## src/rtl/reservoir_pkg.sv

```systemverilog
// rtl/reservoir_pkg.sv - shared widths, reader FSM states and FIFO depth for the reservoir history path
package reservoir_pkg;

   localparam int HIST_ADDR_WIDTH = 20;
   localparam int HIST_DATA_WIDTH = 32;
   localparam int FIFO_DEPTH      = 2;
   localparam int FIFO_CNT_W      = $clog2(FIFO_DEPTH + 1);

   typedef enum logic [1:0] {
      IDLE,
      ISSUE,
      DRAIN,
      FINISH
   } reader_state_t;

endpackage

```

## src/rtl/history_skid_fifo.sv

```systemverilog
// rtl/history_skid_fifo.sv - 2-entry synchronous FIFO absorbing the history memory read latency
module history_skid_fifo
   import reservoir_pkg::*;
#(
   parameter int WIDTH = HIST_DATA_WIDTH
)
(
   input  logic             clk,
   input  logic             rst,
   input  logic             push,
   input  logic [WIDTH-1:0] push_data,
   input  logic             pop,
   output logic             full,
   output logic             empty,
   output logic [WIDTH-1:0] head
);

   localparam int PTR_W = $clog2(FIFO_DEPTH);

   logic [WIDTH-1:0]      mem [FIFO_DEPTH];
   logic [PTR_W-1:0]      wr_ptr;
   logic [PTR_W-1:0]      rd_ptr;
   logic [FIFO_CNT_W-1:0] occ;
   logic                  pop_ok;

   assign pop_ok = pop & ~empty;

   always_ff @(posedge clk or posedge rst) begin
      if (rst) begin
         for (int i = 0; i < FIFO_DEPTH; i++) mem[i] <= '0;
         wr_ptr <= '0;
         rd_ptr <= '0;
         occ    <= '0;
      end else begin
         if (push) begin
            mem[wr_ptr] <= push_data;
            wr_ptr      <= wr_ptr + 1'b1;
         end
         if (pop_ok) rd_ptr <= rd_ptr + 1'b1;
         case ({push, pop_ok})
            2'b10:   occ <= occ + 1'b1;
            2'b01:   occ <= occ - 1'b1;
            default: occ <= occ;
         endcase
      end
   end

   assign empty = (occ == '0);
   assign full  = (occ == FIFO_CNT_W'(FIFO_DEPTH));
   assign head  = mem[rd_ptr];

endmodule

```

## src/rtl/reservoir_history_reader.sv

```systemverilog
// rtl/reservoir_history_reader.sv - walks count history addresses and streams the words out
// Optional HISTORY_READER_STRIDE_EN adds a latched stride port; otherwise addresses advance by 1.
module reservoir_history_reader
   import reservoir_pkg::*;
#(
   parameter int ADDR_WIDTH = HIST_ADDR_WIDTH,
   parameter int DATA_WIDTH = HIST_DATA_WIDTH
)
(
   input  logic                  clk,
   input  logic                  rst,
   input  logic                  start,
   input  logic [ADDR_WIDTH-1:0] base_addr,
   input  logic [ADDR_WIDTH:0]   count,
`ifdef HISTORY_READER_STRIDE_EN
   input  logic [ADDR_WIDTH-1:0] stride,
`endif
   output logic                  busy,
   output logic                  done,
   output logic [ADDR_WIDTH-1:0] mem_addr,
   input  logic [DATA_WIDTH-1:0] mem_dout,
   output logic                  m_valid,
   input  logic                  m_ready,
   output logic [DATA_WIDTH-1:0] m_data,
   output logic                  m_last
);

   localparam logic [ADDR_WIDTH:0] ONE = (ADDR_WIDTH + 1)'(1);

   reader_state_t         state;
   logic                  inflight;
   logic [ADDR_WIDTH:0]   issue_rem;
   logic [ADDR_WIDTH:0]   out_rem;
   logic [ADDR_WIDTH-1:0] step;
   logic                  fifo_full;
   logic                  fifo_empty;
   logic [1:0]            occ;
   logic                  pop;
   logic                  issue;

   history_skid_fifo #(.WIDTH(DATA_WIDTH)) u_fifo (
      .clk       (clk),
      .rst       (rst),
      .push      (inflight),
      .push_data (mem_dout),
      .pop       (pop),
      .full      (fifo_full),
      .empty     (fifo_empty),
      .head      (m_data)
   );

   assign occ     = {fifo_full, ~fifo_full & ~fifo_empty};
   assign m_valid = ~fifo_empty;
   assign pop     = m_valid & m_ready;
   assign m_last  = m_valid && (out_rem == ONE);

   // Credit: the word for an issue this cycle lands in the FIFO next cycle, so it needs a free slot then.
   assign issue = (state == ISSUE) &&
                  (({1'b0, occ} + {2'b00, inflight}) < (3'd2 + {2'b00, pop}));

`ifdef HISTORY_READER_STRIDE_EN
   always_ff @(posedge clk or posedge rst) begin
      if (rst)                          step <= '0;
      else if (state == IDLE && start)  step <= stride;
   end
`else
   assign step = {{(ADDR_WIDTH-1){1'b0}}, 1'b1};
`endif

   always_ff @(posedge clk or posedge rst) begin
      if (rst) begin
         state     <= IDLE;
         inflight  <= 1'b0;
         issue_rem <= '0;
         out_rem   <= '0;
         mem_addr  <= '0;
         busy      <= 1'b0;
         done      <= 1'b0;
      end else begin
         inflight <= issue;
         if (pop) out_rem <= out_rem - ONE;
         case (state)
            IDLE: if (start) begin
               mem_addr  <= base_addr;
               issue_rem <= count;
               out_rem   <= count;
               busy      <= 1'b1;
               state     <= (count == '0) ? FINISH : ISSUE;
            end
            ISSUE: if (issue) begin
               mem_addr  <= mem_addr + step;
               issue_rem <= issue_rem - ONE;
               if (issue_rem == ONE) state <= DRAIN;
            end
            // Handshake of the last word means the FIFO is empty and nothing is left in flight.
            DRAIN: if (pop && out_rem == ONE) begin
               done  <= 1'b1;
               state <= FINISH;
            end
            FINISH: if (done) begin
               done  <= 1'b0;
               busy  <= 1'b0;
               state <= IDLE;
            end else begin
               done  <= 1'b1;
            end
            default: state <= IDLE;
         endcase
      end
   end

endmodule

```

## config.mk

```make
export PLATFORM = sky130hd
export DESIGN_NAME = reservoir_history_reader
export DESIGN_NICKNAME = d
export VERILOG_FILES = /design/src/rtl/reservoir_pkg.sv /design/src/rtl/history_skid_fifo.sv /design/src/rtl/reservoir_history_reader.sv
export SDC_FILE = /design/constraint.sdc
export NUM_CORES = 1
export LEC_CHECK = 0
export ABC_AREA = 1
export CAP_MARGIN = 20
export CORE_ASPECT_RATIO = 1.2
export CORE_MARGIN = 2
export CORE_UTILIZATION = 45
export CTS_BUF_LIST = sky130_fd_sc_hd__clkbuf_8
export DETAILED_ROUTE_END_ITERATION = 10
export GPL_ROUTABILITY_DRIVEN = 0
export GPL_TIMING_DRIVEN = 1
export PLACE_DENSITY_LB_ADDON = 0.12
export SKIP_LAST_GASP = 1
export SLEW_MARGIN = 10
export SYNTH_ARGS = -nofsm -noshare
export SYNTH_HDL_FRONTEND = slang
export SYNTH_HIERARCHICAL = 1
export SYNTH_SLANG_ARGS = --single-unit
```

## constraint.sdc

```tcl
create_clock -name clk -period 2.09 [get_ports clk]
set_clock_uncertainty 0.1 [all_clocks]
set_input_delay 0.3135 -clock clk [delete_from_list [all_inputs] [get_ports clk]]
set_output_delay 0.3135 -clock clk [all_outputs]
set_load 0.01 [all_outputs]
```

# After elaboration in Yosys (flattened, before gate mapping)
# Index checks and enable logic that the tools add are counted.
dict set report totals {
  register_bits 135
  input_bits 77
  out_inout_bits 56
  word_cells 89
}
dict set report classes {
  addsub 9
  order_cmp 4
  eq_ne 13
  n_mux 29
  bitwise_logic 7
  reduce_logical 15
}
# cell count
set ops {}
lappend ops {{two-way mux 32 bit} 4}
lappend ops {{two-way mux 21 bit} 5}
lappend ops {{bitwise mux 64 bit} 1}
lappend ops {{== test 21 x 1 -> 1 bit (second input constant)} 2}
lappend ops {{case mux 21 bit (2 select lines)} 1}
lappend ops {{subtractor 21 x 1 -> 21 bit (second input constant)} 2}
lappend ops {{two-way mux 20 bit} 2}
lappend ops {{case mux 20 bit (2 select lines)} 1}
lappend ops {{demux 32 bit (select 1 bit)} 1}
lappend ops {{logical NOT 21 bit} 1}
lappend ops {{adder 20 x 1 -> 20 bit (second input constant)} 1}
lappend ops {{two-way mux 2 bit} 6}
lappend ops {{== test 2 bit (second input constant)} 4}
lappend ops {{inequality test 2 bit (second input constant)} 4}
lappend ops {{case mux 2 bit (4 select lines)} 1}
lappend ops {{nonzero test 2 bit} 4}
lappend ops {{AND reduction 3 bit} 2}
lappend ops {{AND reduction 5 bit} 1}
lappend ops {{== test 2 x 1 -> 1 bit (second input constant)} 2}
lappend ops {{greater-or-equal comparator 2 bit (second input constant)} 2}
lappend ops {{logical AND 1 bit} 4}
lappend ops {{logical NOT 2 bit} 2}
lappend ops {{two-way mux 1 bit} 4}
lappend ops {{NOT 1 -> 2 bit} 2}
lappend ops {{other kinds (13)} 18}

# Depth between registers and ports, before layout
dict set report logic_depth {
  word_depth 8
  mapped_depth 15
  depth_no_buf 15
}

# Cells and area by module
# The synthesis kept the hierarchy.
# mod instances cells_per_inst area_per_inst_um2 seq_area_each_um2
set by_module_without_submodules {}
lappend by_module_without_submodules {reservoir_history_reader 1 717 4777.1 1676.6}
lappend by_module_without_submodules {history_skid_fifo 1 371 3075.4 1701.6}

# Worst setup path before layout
# OpenSTA, ideal clock, no wires.
dict set report synth_path {
  kind {reg2reg}
  from {register u_fifo.occ[0]}
  to {register issue_rem[5]}
  setup_time_ns 0.083
  arrival_ns 1.846
  t_required_ns 1.907
  setup_slack_ns 0.061
  stages_incl_launch_ff 15
  n_path_buf 1
  synth_period_minus_slack_ns 2.029
  path_cell_list {dfrtp_1 -> inv_1 -> nand2_1 -> inv_1 -> nor2_1 -> ha_1 -> ha_1 -> nand2_1 -> nand2_2 -> nand2_1 -> nand2_2 -> buf_4 -> a21oi_1 -> o21ai_1 -> o21ai_0}
}
dict set report synth_via {
  elab_chain_len 8
  word_cells_on_any_way 12
  classes_between {add/sub: 2; order compare: 1; eq/ne: 2; bitwise: 4; reduce/logical: 3}
}
# element line
set synth_lines {}
lappend synth_lines {{from (decl)} history_skid_fifo.sv:23} ;# logic [FIFO_CNT_W-1:0] occ;
lappend synth_lines {{from (signal assigned)} history_skid_fifo.sv:41} ;# 2'b10: occ <= occ + 1'b1;
lappend synth_lines {{from (signal assigned)} history_skid_fifo.sv:42} ;# 2'b01: occ <= occ - 1'b1;
lappend synth_lines {{logical NOT 2 bit (*)} history_skid_fifo.sv:48} ;# assign empty = (occ == '0);
lappend synth_lines {{via fifo_empty} reservoir_history_reader.sv:36} ;# logic fifo_empty;
lappend synth_lines {{NOT 1 bit (*)} {reservoir_history_reader.sv:52, reservoir_history_reader.sv:53}}
lappend synth_lines {{bitwise AND 1 bit (on tied branches)} {reservoir_history_reader.sv:52, reservoir_history_reader.sv:54}}
lappend synth_lines {{adder 2 x 1 -> 3 bit} reservoir_history_reader.sv:59} ;# (({1'b0, occ} + {2'b00, inflight}) < (3'd2 + {2'b00, pop}));
lappend synth_lines {{< comparator 3 bit (*)} reservoir_history_reader.sv:59}
lappend synth_lines {{logical AND 1 bit (*)} reservoir_history_reader.sv:58} ;# assign issue = (state == ISSUE) &&
lappend synth_lines {{inequality test 2 bit (no line) (*)} --}
lappend synth_lines {{AND reduction 3 bit (no line) (*)} --}
lappend synth_lines {{to (signal assigned)} reservoir_history_reader.sv:85} ;# issue_rem <= count;
lappend synth_lines {{to (signal assigned)} reservoir_history_reader.sv:92} ;# issue_rem <= issue_rem - ONE;
lappend synth_lines {{to (decl)} reservoir_history_reader.sv:32} ;# logic [ADDR_WIDTH:0] issue_rem;
# The timed path passes the listed nets; every way through them passes the cells marked *.
# A chain may end at the register's enable or synchronous reset.

# Final worst setup path
dict set report layout_path {
  from {register u_fifo.rd_ptr}
  to {output port m_data[19]}
}
dict set report layout_via {
  elab_chain_len 4
}
# element line
set layout_lines {}
lappend layout_lines {{from (decl)} history_skid_fifo.sv:22} ;# logic [PTR_W-1:0] rd_ptr;
lappend layout_lines {{from (signal assigned)} history_skid_fifo.sv:39} ;# if (pop_ok) rd_ptr <= rd_ptr + 1'b1;
lappend layout_lines {{NOT 1 -> 2 bit (not written as such)} history_skid_fifo.sv:50} ;# assign head = mem[rd_ptr];
lappend layout_lines {{two-way mux 32 bit (not written as such) (3 in a row)} history_skid_fifo.sv:50}
lappend layout_lines {{to (decl)} reservoir_history_reader.sv:24} ;# output logic [DATA_WIDTH-1:0] m_data,
# No other way between the ends. The select of a mux whose other input is x is not followed.

==> results.md <==
- Status: finished, violations left
- Failing checks: negative setup slack
- Worst vdd ir: 0.786 mV
- Psw: 7.11 mW
- Final instance area: 10400 µm²
- Share of layout cells above drive strength 1: 0.132
- Final min period: 2270 ps
- Top-count cell post-synth: nand2_1
- Synth top area share: 0.430
- Leak Pwr: 5.05 nW
- First-pass GRT wire length: 34.0 mm
- Clock-pin slew on the worst setup and hold paths: 80 ps
- Pin count of the biggest net entering global routing: 65
- Crit path kind: register to output port
- Worst Setup Start Kind: register
- DP Wirelength: 14.3 mm
- Peak fanout along the critical path: 15
- Tot Pwr: 16.4 mW
- FP Rows: 52
- Starting Density: 0.462
- CTS Sinks: 135
- Critical Path AT: 1850 ps
- Number of synthesized flops with an enable pin: 0
- Core utilization of the finished layout: 0.611
- Slew headroom: 0.688
- Main synth FF type: dfrtp_1
- Post-route setup slack: -178 ps
- Main combinational cell family by area after synthesis: simple AND/OR/NAND/NOR gates
- Clock network power share: 0.134
- Area after DPL: 9610 µm²
- Part of the power in registers: 0.305
- Worst Path Required: 1680 ps
- Vias in the first global route: 7038
- Filler cell count: 1564
- Total GRT Usage: 0.225
- RSZ-0062 raised after global routing: yes
- Die area: 18500 µm²
- Synth Net Count: 1177
- Internal cell power: 9.28 mW
- Reg2reg start: u_fifo/occ[0]
- Final ANT Viol Nets: 0
- Worst setup path startpoint: u_fifo/rd_ptr
- XOR/XNOR Fraction of Synth Area: 0.0201
- Die Span Y: 149 µm
- Post-synthesis adder-cell area fraction: 0.0191
- CP endpoint kind: output port
- Grt ovf: 0
- Ant. Diodes: 0
- Synth Area in Compound Gates: 0.134
- Num CTS Buffers: 17
- Synth Warn #: 6
- H-Tree Depth: 4
- Max_cap viols: 0
- Vias/cell: 5.03
- Core area: 17000 µm²
- Worst-Margin Slew: 465 ps
- Comb power frac: 0.561
- Syn Inst Count: 1088
- Synth-to-Final Area Change: 32.1%
- Slew Limit Fails: 0
- Die width: 125 µm
- Tcrit/Tclk final: 1.09
- PortBufs: 132
- Most frequent cells after synthesis: nand2_1, dfrtp_1, inv_1, nor2_1, o21ai_0
- Initial antenna violation count: 0
- IO Count: 133
- CTS tree: built
- Top cell type by total area after synthesis: dfrtp_1
- Final Hold Fails: 0
- Via count: 7437
- Power Dens Cells: 1580 nW/µm²
- F_max: 0.441 GHz
- R2R Path End: issue_rem[8]
- Worst hold path type: input pin to async pin
- Total Wirelength: 20.9 mm
- NumNets Final: 1338
- Register-to-register setup slack: 10 ps
- Synth top area cells: dfrtp_1, nand2_1, inv_1
- Post-synthesis simple-gate area fraction: 0.301
- Seq/Total Area, Yosys: 0.430
- Mapped cell area: 7850 µm²
- Net Sw Frac: 0.434
- Worst-Skew Late Latency: 460 ps
- Pre-Repair DR Iteration Count: 5
- Async S/R FF share, synth: 1.00
- Post-synth cell types: 37
- Mux share of post-synthesis cell area: 0.00127
- R2r worst-path depth: 13
- Residual DRC count: 0
- CTS root buf: clkbuf_8
- Setup violators final: 21
- Routed len/inst: 14.1 µm
- Seq cells post-synth: 135
- Hold_buf cts: 0
- Iteration-0 DRC Markers: 525
- Avg Inst Size Synth: 7.22 µm²
- Fin Setup TNS: -2970 ps
- CTS max path bufs: 2
[cell type report]
cell class                 instances  area (µm²)  share of cell area
multi-input combinational        777        3840               0.370
sequential                       135        3380               0.326
timing repair buffer             184        1980               0.191
inverter                         134         510              0.0492
tap                              216         270              0.0261
clock buffer                      17         234              0.0226
clock inverter                    15         153              0.0147
[through the flow]
step | hold WS [ps] | setup WS, ps | cells
6_report | 136 | -178 | 1478
5_1_grt | 153 | -244 | 1478
4_1_cts | 122 | -202 | 1467
3_5_place_dp | 367 | -2.41 | 1429
3_3_place_gp | 357 | 47.4 | 1429
2_1_floorplan | 330 | 61.2 | 1088
[cells by family (layout without fill, tap and decap cells)]
group           after synthesis  count (layout)
xor+xnor                     18              18
fa+ha+maj                    12              12
mux                           1               1
simple gates                571             571
compound gates              175             175
flops                       135             135
buf+inv                     176             350
[per-layer routing]
layer  up-vias  global-route usage  share of wire
li1       3763                   -              -
met1      3454               0.301           0.45
met2       203               0.379           0.49
met3        17              0.0410          0.052
met4         0              0.0573          0.013
met5         -                   0              0
[cells in the final DEF (no fill, tap or decap), types with 7 or more instances in the layout]
cell type          n
ha_1               8
xor2_1            14
o21ai_1           29
inv_2             10
clkdlybuf4s50_1  119
nor2_2            10
inv_1            123
clkbuf_8          17
buf_12            11
o22ai_1            8
nand4_1           15
nand3_1           61
o21ai_0           69
o21ai_2           25
nor2_1           118
dfrtp_1          135
a21oi_1           24
dlymetal6s2s_1     7
buf_4             31
nand2_1          337
[power groups by stage]
stage          Combinational [mW]  Sequential (mW)  Clock (mW)
2_1_floorplan                5.25             4.86           0
3_3_place_gp                 8.15             4.99           0
3_5_place_dp                 8.28             5.01           0
4_1_cts                      8.66             4.97        2.24
5_1_grt                      10.3             5.18        2.35
6_report                     9.19             5.00        2.20
[flip-flops by register name, indices dropped and copies added (netlist names)]
register	cells
busy	1
done	1
inflight	1
issue_rem	21
mem_addr	20
out_rem	21
state	2
u_fifo/mem	64
u_fifo/occ	2
u_fifo/rd_ptr	1
u_fifo/wr_ptr	1
[worst max-delay path by stage]
stage                         to  slack [ps]  cells after the start
CTS                   m_data[19]        -200                      5
finish                m_data[19]        -180                      5
detailed placement   mem_addr[7]          -2                     12
global placement        state[1]          50                     14
floorplan           issue_rem[5]          60                     14
global route          m_data[24]        -240                      5
[critical path, stage by stage, from the launching register on]
cell             delay [ps]
dfrtp_1                 390
inv_2                   150
buf_12                  170
nand2_1                  60
nand2_1                  80
clkdlybuf4s50_1         540
[repair_timing]
| item | CTS | global route |
|---|---|---|
| pin swaps | 6 | 11 |
| resized for setup | 14 | 47 |
| setup buffers | 3 | 8 |
| endpoints found under the setup margin | 35 | 72 |
| gates cloned | 3 | 4 |
Power figures use the tool's default switching activity.
